## src/rtl/sdram_arbiter_nch_if.sv

```systemverilog
// ----------------------------------------------------------------------------
// sdram_arbiter_nch_if
//   Bundles every bus signal around the N-channel SDRAM arbiter: the
//   per-channel master side (packed, channel i in slice [i*W +: W]) and the
//   single SDRAM controller side.
//
//   modport slave  : the arbiter itself. It takes channel requests and
//                    controller read data/ready, and drives grants and strobes.
//   modport master : the surroundings, meaning the bus masters plus the
//                    controller.
//
//   Signals
//     ch_rd_i / ch_wr_i   per-channel read / write request
//     ch_addr_x16_i       per-channel word address
//     ch_wdata_i          per-channel write data
//     ch_wmask_i          per-channel byte write mask
//     ch_ack_i            per-channel transaction acknowledge
//     ch_rdy_o            per-channel ready (at most one bit set)
//     ch_rdata_o          read data broadcast to all channels
//     grant_o             one-hot current grant, 0 when idle
//     sdram_*             controller strobes, address, data, mask, ack, burst
//     sdram_rdata/_rdy    controller read data and ready
// ----------------------------------------------------------------------------
interface sdram_arbiter_nch_if #(
  parameter int NUM_CH = 3,
  parameter int ADDR_W = 24,
  parameter int DATA_W = 16
);
  logic [NUM_CH-1:0]          ch_rd_i;
  logic [NUM_CH-1:0]          ch_wr_i;
  logic [NUM_CH*ADDR_W-1:0]   ch_addr_x16_i;
  logic [NUM_CH*DATA_W-1:0]   ch_wdata_i;
  logic [NUM_CH*DATA_W/8-1:0] ch_wmask_i;
  logic [NUM_CH-1:0]          ch_ack_i;
  logic [NUM_CH-1:0]          ch_rdy_o;
  logic [DATA_W-1:0]          ch_rdata_o;
  logic [NUM_CH-1:0]          grant_o;

  logic                       sdram_rd;
  logic                       sdram_wr;
  logic [ADDR_W-1:0]          sdram_addr_x16;
  logic [DATA_W-1:0]          sdram_wdata;
  logic [DATA_W/8-1:0]        sdram_wmask;
  logic                       sdram_ack;
  logic                       sdram_burst;
  logic [DATA_W-1:0]          sdram_rdata;
  logic                       sdram_rdy;

  modport slave (
    input  ch_rd_i, ch_wr_i, ch_addr_x16_i, ch_wdata_i, ch_wmask_i, ch_ack_i,
    input  sdram_rdata, sdram_rdy,
    output ch_rdy_o, ch_rdata_o, grant_o,
    output sdram_rd, sdram_wr, sdram_addr_x16, sdram_wdata, sdram_wmask,
    output sdram_ack, sdram_burst
  );

  modport master (
    output ch_rd_i, ch_wr_i, ch_addr_x16_i, ch_wdata_i, ch_wmask_i, ch_ack_i,
    output sdram_rdata, sdram_rdy,
    input  ch_rdy_o, ch_rdata_o, grant_o,
    input  sdram_rd, sdram_wr, sdram_addr_x16, sdram_wdata, sdram_wmask,
    input  sdram_ack, sdram_burst
  );
endinterface

```

## src/rtl/sdram_arbiter_nch.sv

```systemverilog
// ----------------------------------------------------------------------------
// sdram_arbiter_nch
//   N-channel arbiter in front of the single-port SDRAM controller.
//   Channel 0 (video) has fixed top priority. Channels 1..NUM_CH-1 share the
//   rest of the bandwidth. A grant is held for the whole transaction, from
//   request through ack. After each grant, controller ready is masked for
//   WAITSTATES cycles. BURST_MASK sets sdram_burst for each channel.
//
//   Configuration macro
//     SDRAM_ARB_RR_EN  defined  : round-robin among channels 1..NUM_CH-1
//                      undefined: fixed priority, lowest requesting index wins
//
//   Ports
//     clk_i   system clock
//     rst_i   synchronous, active-high reset (aborts any grant)
//     bus     sdram_arbiter_nch_if.slave. Holds channel requests, address,
//             data, mask and ack in; ready, read data and grant out; and the
//             controller-side strobes, address, data, mask, ack and burst.
// ----------------------------------------------------------------------------
module sdram_arbiter_nch #(
  parameter int                NUM_CH     = 3,
  parameter int                ADDR_W     = 24,
  parameter int                DATA_W     = 16,
  parameter int                WAITSTATES = 2,
  parameter logic [NUM_CH-1:0] BURST_MASK = {{(NUM_CH-1){1'b0}}, 1'b1}
) (
  input  logic                clk_i,
  input  logic                rst_i,
  sdram_arbiter_nch_if.slave  bus
);

  localparam int       IDX_W  = (NUM_CH > 1) ? $clog2(NUM_CH) : 1;
  localparam int       MASK_W = DATA_W / 8;

  localparam logic [0:0] ST_IDLE = 1'b0;
  localparam logic [0:0] ST_BUSY = 1'b1;

  // Registered control state
  logic [0:0]        state_p1;
  logic [NUM_CH-1:0] grant_p1;
  logic [3:0]        ws_cnt_p1;
`ifdef SDRAM_ARB_RR_EN
  logic [IDX_W-1:0]  rr_last_p1;
  logic [IDX_W-1:0]  sel_idx_p0;
`endif

  logic [NUM_CH-1:0] req_p0;
  logic [NUM_CH-1:0] sel_oh_p0;
  logic              found_p0;
  logic              ack_hit_p0;

  logic              rd_g_p1;
  logic              wr_g_p1;
  logic              ack_g_p1;
  logic [ADDR_W-1:0] addr_g_p1;
  logic [DATA_W-1:0] wdata_g_p1;
  logic [MASK_W-1:0] wmask_g_p1;

  // ---- stage p0: request collection and selection ----
  assign req_p0     = bus.ch_rd_i | bus.ch_wr_i;
  assign ack_hit_p0 = |(bus.ch_ack_i & grant_p1);

`ifdef SDRAM_ARB_RR_EN
  // Channel 0 preempts the scan. The round-robin ring covers channels
  // 1..NUM_CH-1 only. Candidate k (1-based) is the channel k places past
  // rr_last on that ring.
  always_comb begin
    sel_oh_p0  = '0;
    sel_idx_p0 = '0;
    found_p0   = 1'b0;
    if (req_p0[0]) begin
      sel_oh_p0[0] = 1'b1;
      found_p0     = 1'b1;
    end else begin
      for (int k = 1; k < NUM_CH; k++) begin
        for (int j = 1; j < NUM_CH; j++) begin
          if (!found_p0 && req_p0[j] &&
              (j == ((int'(rr_last_p1) - 1 + k) % (NUM_CH - 1)) + 1)) begin
            found_p0     = 1'b1;
            sel_oh_p0[j] = 1'b1;
            sel_idx_p0   = IDX_W'(j);
          end
        end
      end
    end
  end
`else
  always_comb begin
    sel_oh_p0 = '0;
    found_p0  = 1'b0;
    for (int j = 0; j < NUM_CH; j++) begin
      if (!found_p0 && req_p0[j]) begin
        found_p0     = 1'b1;
        sel_oh_p0[j] = 1'b1;
      end
    end
  end
`endif

  // ---- stage p1: grant / wait-state registers ----
  always_ff @(posedge clk_i) begin
    if (rst_i) begin
      state_p1   <= ST_IDLE;
      grant_p1   <= '0;
      ws_cnt_p1  <= 4'd0;
`ifdef SDRAM_ARB_RR_EN
      rr_last_p1 <= IDX_W'(NUM_CH - 1);
`endif
    end else begin
      case (state_p1)
        ST_IDLE: begin
          if (found_p0) begin
            state_p1  <= ST_BUSY;
            grant_p1  <= sel_oh_p0;
            ws_cnt_p1 <= 4'(WAITSTATES);
`ifdef SDRAM_ARB_RR_EN
            if (sel_idx_p0 != '0) begin
              rr_last_p1 <= sel_idx_p0;
            end
`endif
          end
        end
        ST_BUSY: begin
          if (ws_cnt_p1 != 4'd0) begin
            ws_cnt_p1 <= ws_cnt_p1 - 4'd1;
          end
          if (ack_hit_p0) begin
            state_p1 <= ST_IDLE;
            grant_p1 <= '0;
          end
        end
        default: begin
          state_p1 <= ST_IDLE;
          grant_p1 <= '0;
        end
      endcase
    end
  end

  // ---- stage p1 outputs: AND-OR mux from the one-hot grant ----
  // With no grant every term is zero, so the idle outputs are a clean 0.
  always_comb begin
    rd_g_p1    = 1'b0;
    wr_g_p1    = 1'b0;
    ack_g_p1   = 1'b0;
    addr_g_p1  = '0;
    wdata_g_p1 = '0;
    wmask_g_p1 = '0;
    for (int i = 0; i < NUM_CH; i++) begin
      if (grant_p1[i]) begin
        rd_g_p1    = rd_g_p1  | bus.ch_rd_i[i];
        wr_g_p1    = wr_g_p1  | bus.ch_wr_i[i];
        ack_g_p1   = ack_g_p1 | bus.ch_ack_i[i];
        addr_g_p1  = addr_g_p1  | bus.ch_addr_x16_i[i*ADDR_W +: ADDR_W];
        wdata_g_p1 = wdata_g_p1 | bus.ch_wdata_i[i*DATA_W +: DATA_W];
        wmask_g_p1 = wmask_g_p1 | bus.ch_wmask_i[i*MASK_W +: MASK_W];
      end
    end
  end

  // A write takes precedence when a master raises rd and wr together.
  assign bus.sdram_rd       = rd_g_p1 & ~wr_g_p1;
  assign bus.sdram_wr       = wr_g_p1;
  assign bus.sdram_ack      = ack_g_p1;
  assign bus.sdram_addr_x16 = addr_g_p1;
  assign bus.sdram_wdata    = wdata_g_p1;
  assign bus.sdram_wmask    = wmask_g_p1;
  assign bus.sdram_burst    = |(grant_p1 & BURST_MASK);
  assign bus.ch_rdy_o       = grant_p1 &
                              {NUM_CH{bus.sdram_rdy & (ws_cnt_p1 == 4'd0)}};
  assign bus.ch_rdata_o     = bus.sdram_rdata;
  assign bus.grant_o        = grant_p1;

endmodule
```

## src/flat_wrapper.sv

```systemverilog
// flat-port wrapper written by rule: the top's interface ports become plain ports
module sdram_arbiter_nch_flat 
#(
  parameter int                NUM_CH     = 3,
  parameter int                ADDR_W     = 24,
  parameter int                DATA_W     = 16,
  parameter int                WAITSTATES = 2,
  parameter logic [NUM_CH-1:0] BURST_MASK = {{(NUM_CH-1){1'b0}}, 1'b1}
)
  (clk_i, rst_i, bus_ch_rd_i, bus_ch_wr_i, bus_ch_addr_x16_i, bus_ch_wdata_i, bus_ch_wmask_i, bus_ch_ack_i, bus_sdram_rdata, bus_sdram_rdy, bus_ch_rdy_o, bus_ch_rdata_o, bus_grant_o, bus_sdram_rd, bus_sdram_wr, bus_sdram_addr_x16, bus_sdram_wdata, bus_sdram_wmask, bus_sdram_ack, bus_sdram_burst);
  sdram_arbiter_nch_if #(.NUM_CH(NUM_CH), .ADDR_W(ADDR_W), .DATA_W(DATA_W)) bus_i ();
  input  logic clk_i;
  input  logic rst_i;
  input wire logic [$bits(bus_i.ch_rd_i)-1:0] bus_ch_rd_i;
  input wire logic [$bits(bus_i.ch_wr_i)-1:0] bus_ch_wr_i;
  input wire logic [$bits(bus_i.ch_addr_x16_i)-1:0] bus_ch_addr_x16_i;
  input wire logic [$bits(bus_i.ch_wdata_i)-1:0] bus_ch_wdata_i;
  input wire logic [$bits(bus_i.ch_wmask_i)-1:0] bus_ch_wmask_i;
  input wire logic [$bits(bus_i.ch_ack_i)-1:0] bus_ch_ack_i;
  input wire logic [$bits(bus_i.sdram_rdata)-1:0] bus_sdram_rdata;
  input wire logic [$bits(bus_i.sdram_rdy)-1:0] bus_sdram_rdy;
  output wire logic [$bits(bus_i.ch_rdy_o)-1:0] bus_ch_rdy_o;
  output wire logic [$bits(bus_i.ch_rdata_o)-1:0] bus_ch_rdata_o;
  output wire logic [$bits(bus_i.grant_o)-1:0] bus_grant_o;
  output wire logic [$bits(bus_i.sdram_rd)-1:0] bus_sdram_rd;
  output wire logic [$bits(bus_i.sdram_wr)-1:0] bus_sdram_wr;
  output wire logic [$bits(bus_i.sdram_addr_x16)-1:0] bus_sdram_addr_x16;
  output wire logic [$bits(bus_i.sdram_wdata)-1:0] bus_sdram_wdata;
  output wire logic [$bits(bus_i.sdram_wmask)-1:0] bus_sdram_wmask;
  output wire logic [$bits(bus_i.sdram_ack)-1:0] bus_sdram_ack;
  output wire logic [$bits(bus_i.sdram_burst)-1:0] bus_sdram_burst;
  assign bus_i.ch_rd_i = bus_ch_rd_i;
  assign bus_i.ch_wr_i = bus_ch_wr_i;
  assign bus_i.ch_addr_x16_i = bus_ch_addr_x16_i;
  assign bus_i.ch_wdata_i = bus_ch_wdata_i;
  assign bus_i.ch_wmask_i = bus_ch_wmask_i;
  assign bus_i.ch_ack_i = bus_ch_ack_i;
  assign bus_i.sdram_rdata = bus_sdram_rdata;
  assign bus_i.sdram_rdy = bus_sdram_rdy;
  assign bus_ch_rdy_o = bus_i.ch_rdy_o;
  assign bus_ch_rdata_o = bus_i.ch_rdata_o;
  assign bus_grant_o = bus_i.grant_o;
  assign bus_sdram_rd = bus_i.sdram_rd;
  assign bus_sdram_wr = bus_i.sdram_wr;
  assign bus_sdram_addr_x16 = bus_i.sdram_addr_x16;
  assign bus_sdram_wdata = bus_i.sdram_wdata;
  assign bus_sdram_wmask = bus_i.sdram_wmask;
  assign bus_sdram_ack = bus_i.sdram_ack;
  assign bus_sdram_burst = bus_i.sdram_burst;
  sdram_arbiter_nch #(.NUM_CH(NUM_CH), .ADDR_W(ADDR_W), .DATA_W(DATA_W), .WAITSTATES(WAITSTATES), .BURST_MASK(BURST_MASK)) u_core (.clk_i(clk_i), .rst_i(rst_i), .bus(bus_i));
endmodule
```

## config.mk

```make
export PLATFORM = sky130hd
export DESIGN_NAME = sdram_arbiter_nch_flat
export DESIGN_NICKNAME = d
export VERILOG_FILES = /design/src/rtl/sdram_arbiter_nch_if.sv /design/src/rtl/sdram_arbiter_nch.sv /design/src/flat_wrapper.sv
export SDC_FILE = /design/constraint.sdc
export NUM_CORES = 1
export LEC_CHECK = 0
export CAP_MARGIN = 25
export CORE_AREA = 2 2 86 88
export DETAILED_ROUTE_END_ITERATION = 8
export DIE_AREA = 0 0 88 90
export GPL_TIMING_DRIVEN = 0
export PLACE_DENSITY_LB_ADDON = 0.08
export SLEW_MARGIN = 40
export SYNTH_ARGS = -nofsm -noshare
export SYNTH_HDL_FRONTEND = slang
export SYNTH_SLANG_ARGS = --single-unit
```

## constraint.sdc

```tcl
create_clock -name clk_i -period 1.61 [get_ports clk_i]
set_clock_uncertainty 0.2 [all_clocks]
set_input_delay 0.4025 -clock clk_i [delete_from_list [all_inputs] [get_ports clk_i]]
set_output_delay 0.4025 -clock clk_i [all_outputs]
set_load 0.01 [all_outputs]
```

==> results_dict.tcl <==
set metrics [dict create \
    worstHoldPathType "reg2reg" \
    finalWorstSetupSlack_ps -408 \
    ant_nets 0 \
    die-area_um2 7920 \
    grt_overflow_total 0 \
    synth_warnings 0 \
    synth-adder-area-share_pct 1.02 \
    drt_iter0_drc 190 \
    end_kind "output pin" \
    gp_congestion 0.786 \
    htree_levels 1 \
    crit_arrival_ps 1420 \
    p_per_area_nw_per_um2 397 \
    drive_above_1_share_pct 31.2 \
    cts_tree "yes" \
    clock-sinks 8 \
    wl_per_cell_um 16.4 \
    final-max-slew-violation-count 0 \
    vias_per_cell 4.70 \
    cap_viol_max_count 0 \
    holdWs_ps 391 \
    clkSlewWorstSetupHoldPaths_ps 40 \
    crit_chain "buf_8 > clkbuf_16 > a222oi_1 > inv_1 > buf_2" \
    critical_path_class "reg2out" \
    clockBufferDepth 2 \
    rows 31 \
    worstSkewPairLatency_ps 230 \
    syn_inst 171 \
    hold_viol 0 \
    diodes 0 \
    synth_compound_area_share_pct 44.5 \
    postLayoutCoreUtil_pct 51.9 \
    fmax_mhz 496 \
    muxShareOfSynthArea_pct 0 \
    finalSetupViolCount 50 \
    failed_checks "design-rule violations, negative setup slack" \
    tightest_slew_ps 418 \
    grt_pass1_wl_um 11900 \
    via_count 2316 \
    die_w_um 88 \
    fill_cells 663 \
    synth_edf_count 0 \
    worstHoldPathCells 2 \
    core-area_um2 7020 \
    cp_slowest_cell "dfxtp_4" \
    cts_root_buf "clkbuf_8" \
    synthSimpleGateAreaFrac_pct 11.7 \
    fin_crit_ps 2020 \
    syn-cell-area_um2 1230 \
    r2r_slack_ps -180 \
    slew_headroom_pct 72.1 \
    synthXorXnorAreaFrac_pct 0 \
    async_flop_share_pct 0 \
    cp.depth 5 \
    seq_area_frac_synth_pct 13.0 \
    grt_util_all_layers_pct 18.6 \
    routed_wl_um 8070 \
    area_delta_synth_final_pct 197 \
    grt_pass1_vias 2303 \
    synth_top_family_by_area "compound AO/OA/AOI/OAI gates" \
    r2r_cells 8 \
    critPathMaxStageDelay_ps 340 \
    cts_buffers 3 \
    crit_family "buffers and inverters" \
    dp_hpwl_um 6270 \
    syn_avg_cell_area_um2 7.18 \
    drc 5 \
    firstDrtPassIters 9 \
    start_util_pct 17.5 \
    synthFlopType "dfxtp_1" \
    portBuffers 205 \
    fin_crit_sh_pct 125 \
    synth_nets 326 \
    status "complete, but fails checks" \
    ios 222 \
    cp-start-kind "register" \
    antenna_found_initial 0 \
    synth_cell_types 29 \
    critPathBufInv 4 \
    ys_ff_latch 8 \
    critPathRequiredTime_ps 1010 \
    cp_max_fo 6 \
    grt_max_degree 12 \
    nNetsFinal 551 \
    rsz0062_at_grt "yes" \
    p_leak_nw 2.00 \
    peakVddDrop_mv 0.541 \
    die_y_um 90 \
]
[final timing paths]
kind | from | end
setup / recovery | u_core.bus.grant_o[1]$_SDFFE_PP0P_ | bus_sdram_wdata[5]
hold / removal | u_core.ws_cnt_p1[3]$_SDFFE_PP0P_ | u_core.ws_cnt_p1[3]$_SDFFE_PP0P_
setup reg to reg | u_core.ws_cnt_p1[1]$_SDFFE_PP0P_ | u_core.ws_cnt_p1[1]$_SDFFE_PP0P_
hold reg to reg | u_core.ws_cnt_p1[3]$_SDFFE_PP0P_ | u_core.ws_cnt_p1[3]$_SDFFE_PP0P_
[layout by cell type, fill, tap and decap left out, drive strengths merged]
| master | count |
|---|---|
| nand3 | 3 |
| nand2 | 3 |
| nor4 | 1 |
| o2bb2ai | 1 |
| a222oi | 44 |
| nand4b | 1 |
| nor2 | 6 |
| ha | 1 |
| and3 | 3 |
| dfxtp | 8 |
| a311oi | 1 |
| a22oi | 2 |
| buf | 93 |
| a22o | 2 |
| or3 | 2 |
| a221oi | 1 |
| a21o | 1 |
| nor2b | 1 |
| inv | 45 |
| clkdlybuf4s15 | 2 |
| clkbuf | 8 |
| dlygate4sd2 | 12 |
| a31oi | 2 |
| a21oi | 2 |
| o32ai | 1 |
| nor3 | 1 |
| nand2b | 3 |
| dlymetal6s2s | 18 |
| nor3b | 1 |
| clkdlybuf4s50 | 124 |
| o311ai | 1 |
[metal layers]
layer  routed length (um)  GRT usage (%)  part of all wire (%)  up-vias
met1                 2930           20.0                    36     1071
met5                    0              0                     0        -
met4                  165           4.62                   2.0        0
li1                     -              -                     -     1113
met2                 4310           35.6                    53      115
met3                  672           3.95                   8.3       17
[where the power goes]
part           switching [mW]  internal [mW]
clock                  0.0854          0.163
sequential             0.0143          0.214
combinational           0.350          0.621
[state kept, by name, indices dropped and copies added, names as in the netlist]
name,cells
u_core.bus.grant_o,3
u_core.ws_cnt_p1,4
u_core.state_p1,1
[per-stage QoR]
step | setup WS (ps) | area [um^2] | power (mW) | setup TNS (ps) | instances
after floorplan | -19.1 | 1290 | 0.530 | -191 | 171
after global placement | -962 | 3460 | 1.14 | -35310 | 475
after detailed placement | -995 | 3460 | 1.15 | -35970 | 475
after CTS | -413 | 3570 | 1.44 | -18510 | 493
after global routing | -503 | 3650 | 1.54 | -21470 | 493
final | -408 | 3650 | 1.45 | -17470 | 493
[area by class of cell]
| type | instances | area [um^2] | area share [%] |
|---|---|---|---|
| repair buffers | 221 | 2040 | 55.9 |
| multi-input cells | 84 | 797 | 21.9 |
| plain buffers | 33 | 308 | 8.44 |
| flip-flops and latches | 8 | 169 | 4.63 |
| inverters | 45 | 169 | 4.63 |
| well taps | 99 | 124 | 3.40 |
| clock buffers | 3 | 41.3 | 1.13 |
[cells by family (layout without fill, tap and decap cells)]
group / count (synthesis) / after routing
buffers and inverters: 79 / 302
adder cells (fa/ha/maj): 1 / 1
AND/OR/NAND/NOR: 25 / 25
AO/OA/AOI/OAI: 58 / 58
flip-flops: 8 / 8
[timing repair]
action | CTS | global route
hold buffers | 0 | 0
gates resized for setup | 252 | 38
endpoints found under the setup margin | 60 | 70
pin swaps | 54 | 34
hold endpoints to repair | 0 | 0
setup buffers | 26 | 6
gates cloned | 1 | 1
[Yosys cell counts (3+ instances only)]
cell / number / area, um^2
and3_1: 3 / 18.8
buf_1: 8 / 30.0
buf_4: 17 / 128
nor2_1: 6 / 22.5
nand2b_1: 3 / 18.8
dfxtp_1: 8 / 160
nand3_1: 3 / 15.0
inv_1: 45 / 169
nand2_1: 3 / 11.3
a222oi_1: 44 / 440
buf_2: 3 / 15.0
clkbuf_1: 6 / 22.5
[tightest hold or removal path: stages (launching register included)]
cell     delay [ps]
dfxtp_1         370
nand3_1         100
a31oi_1          60
Note: power is estimated with default switching activity, not from simulation.
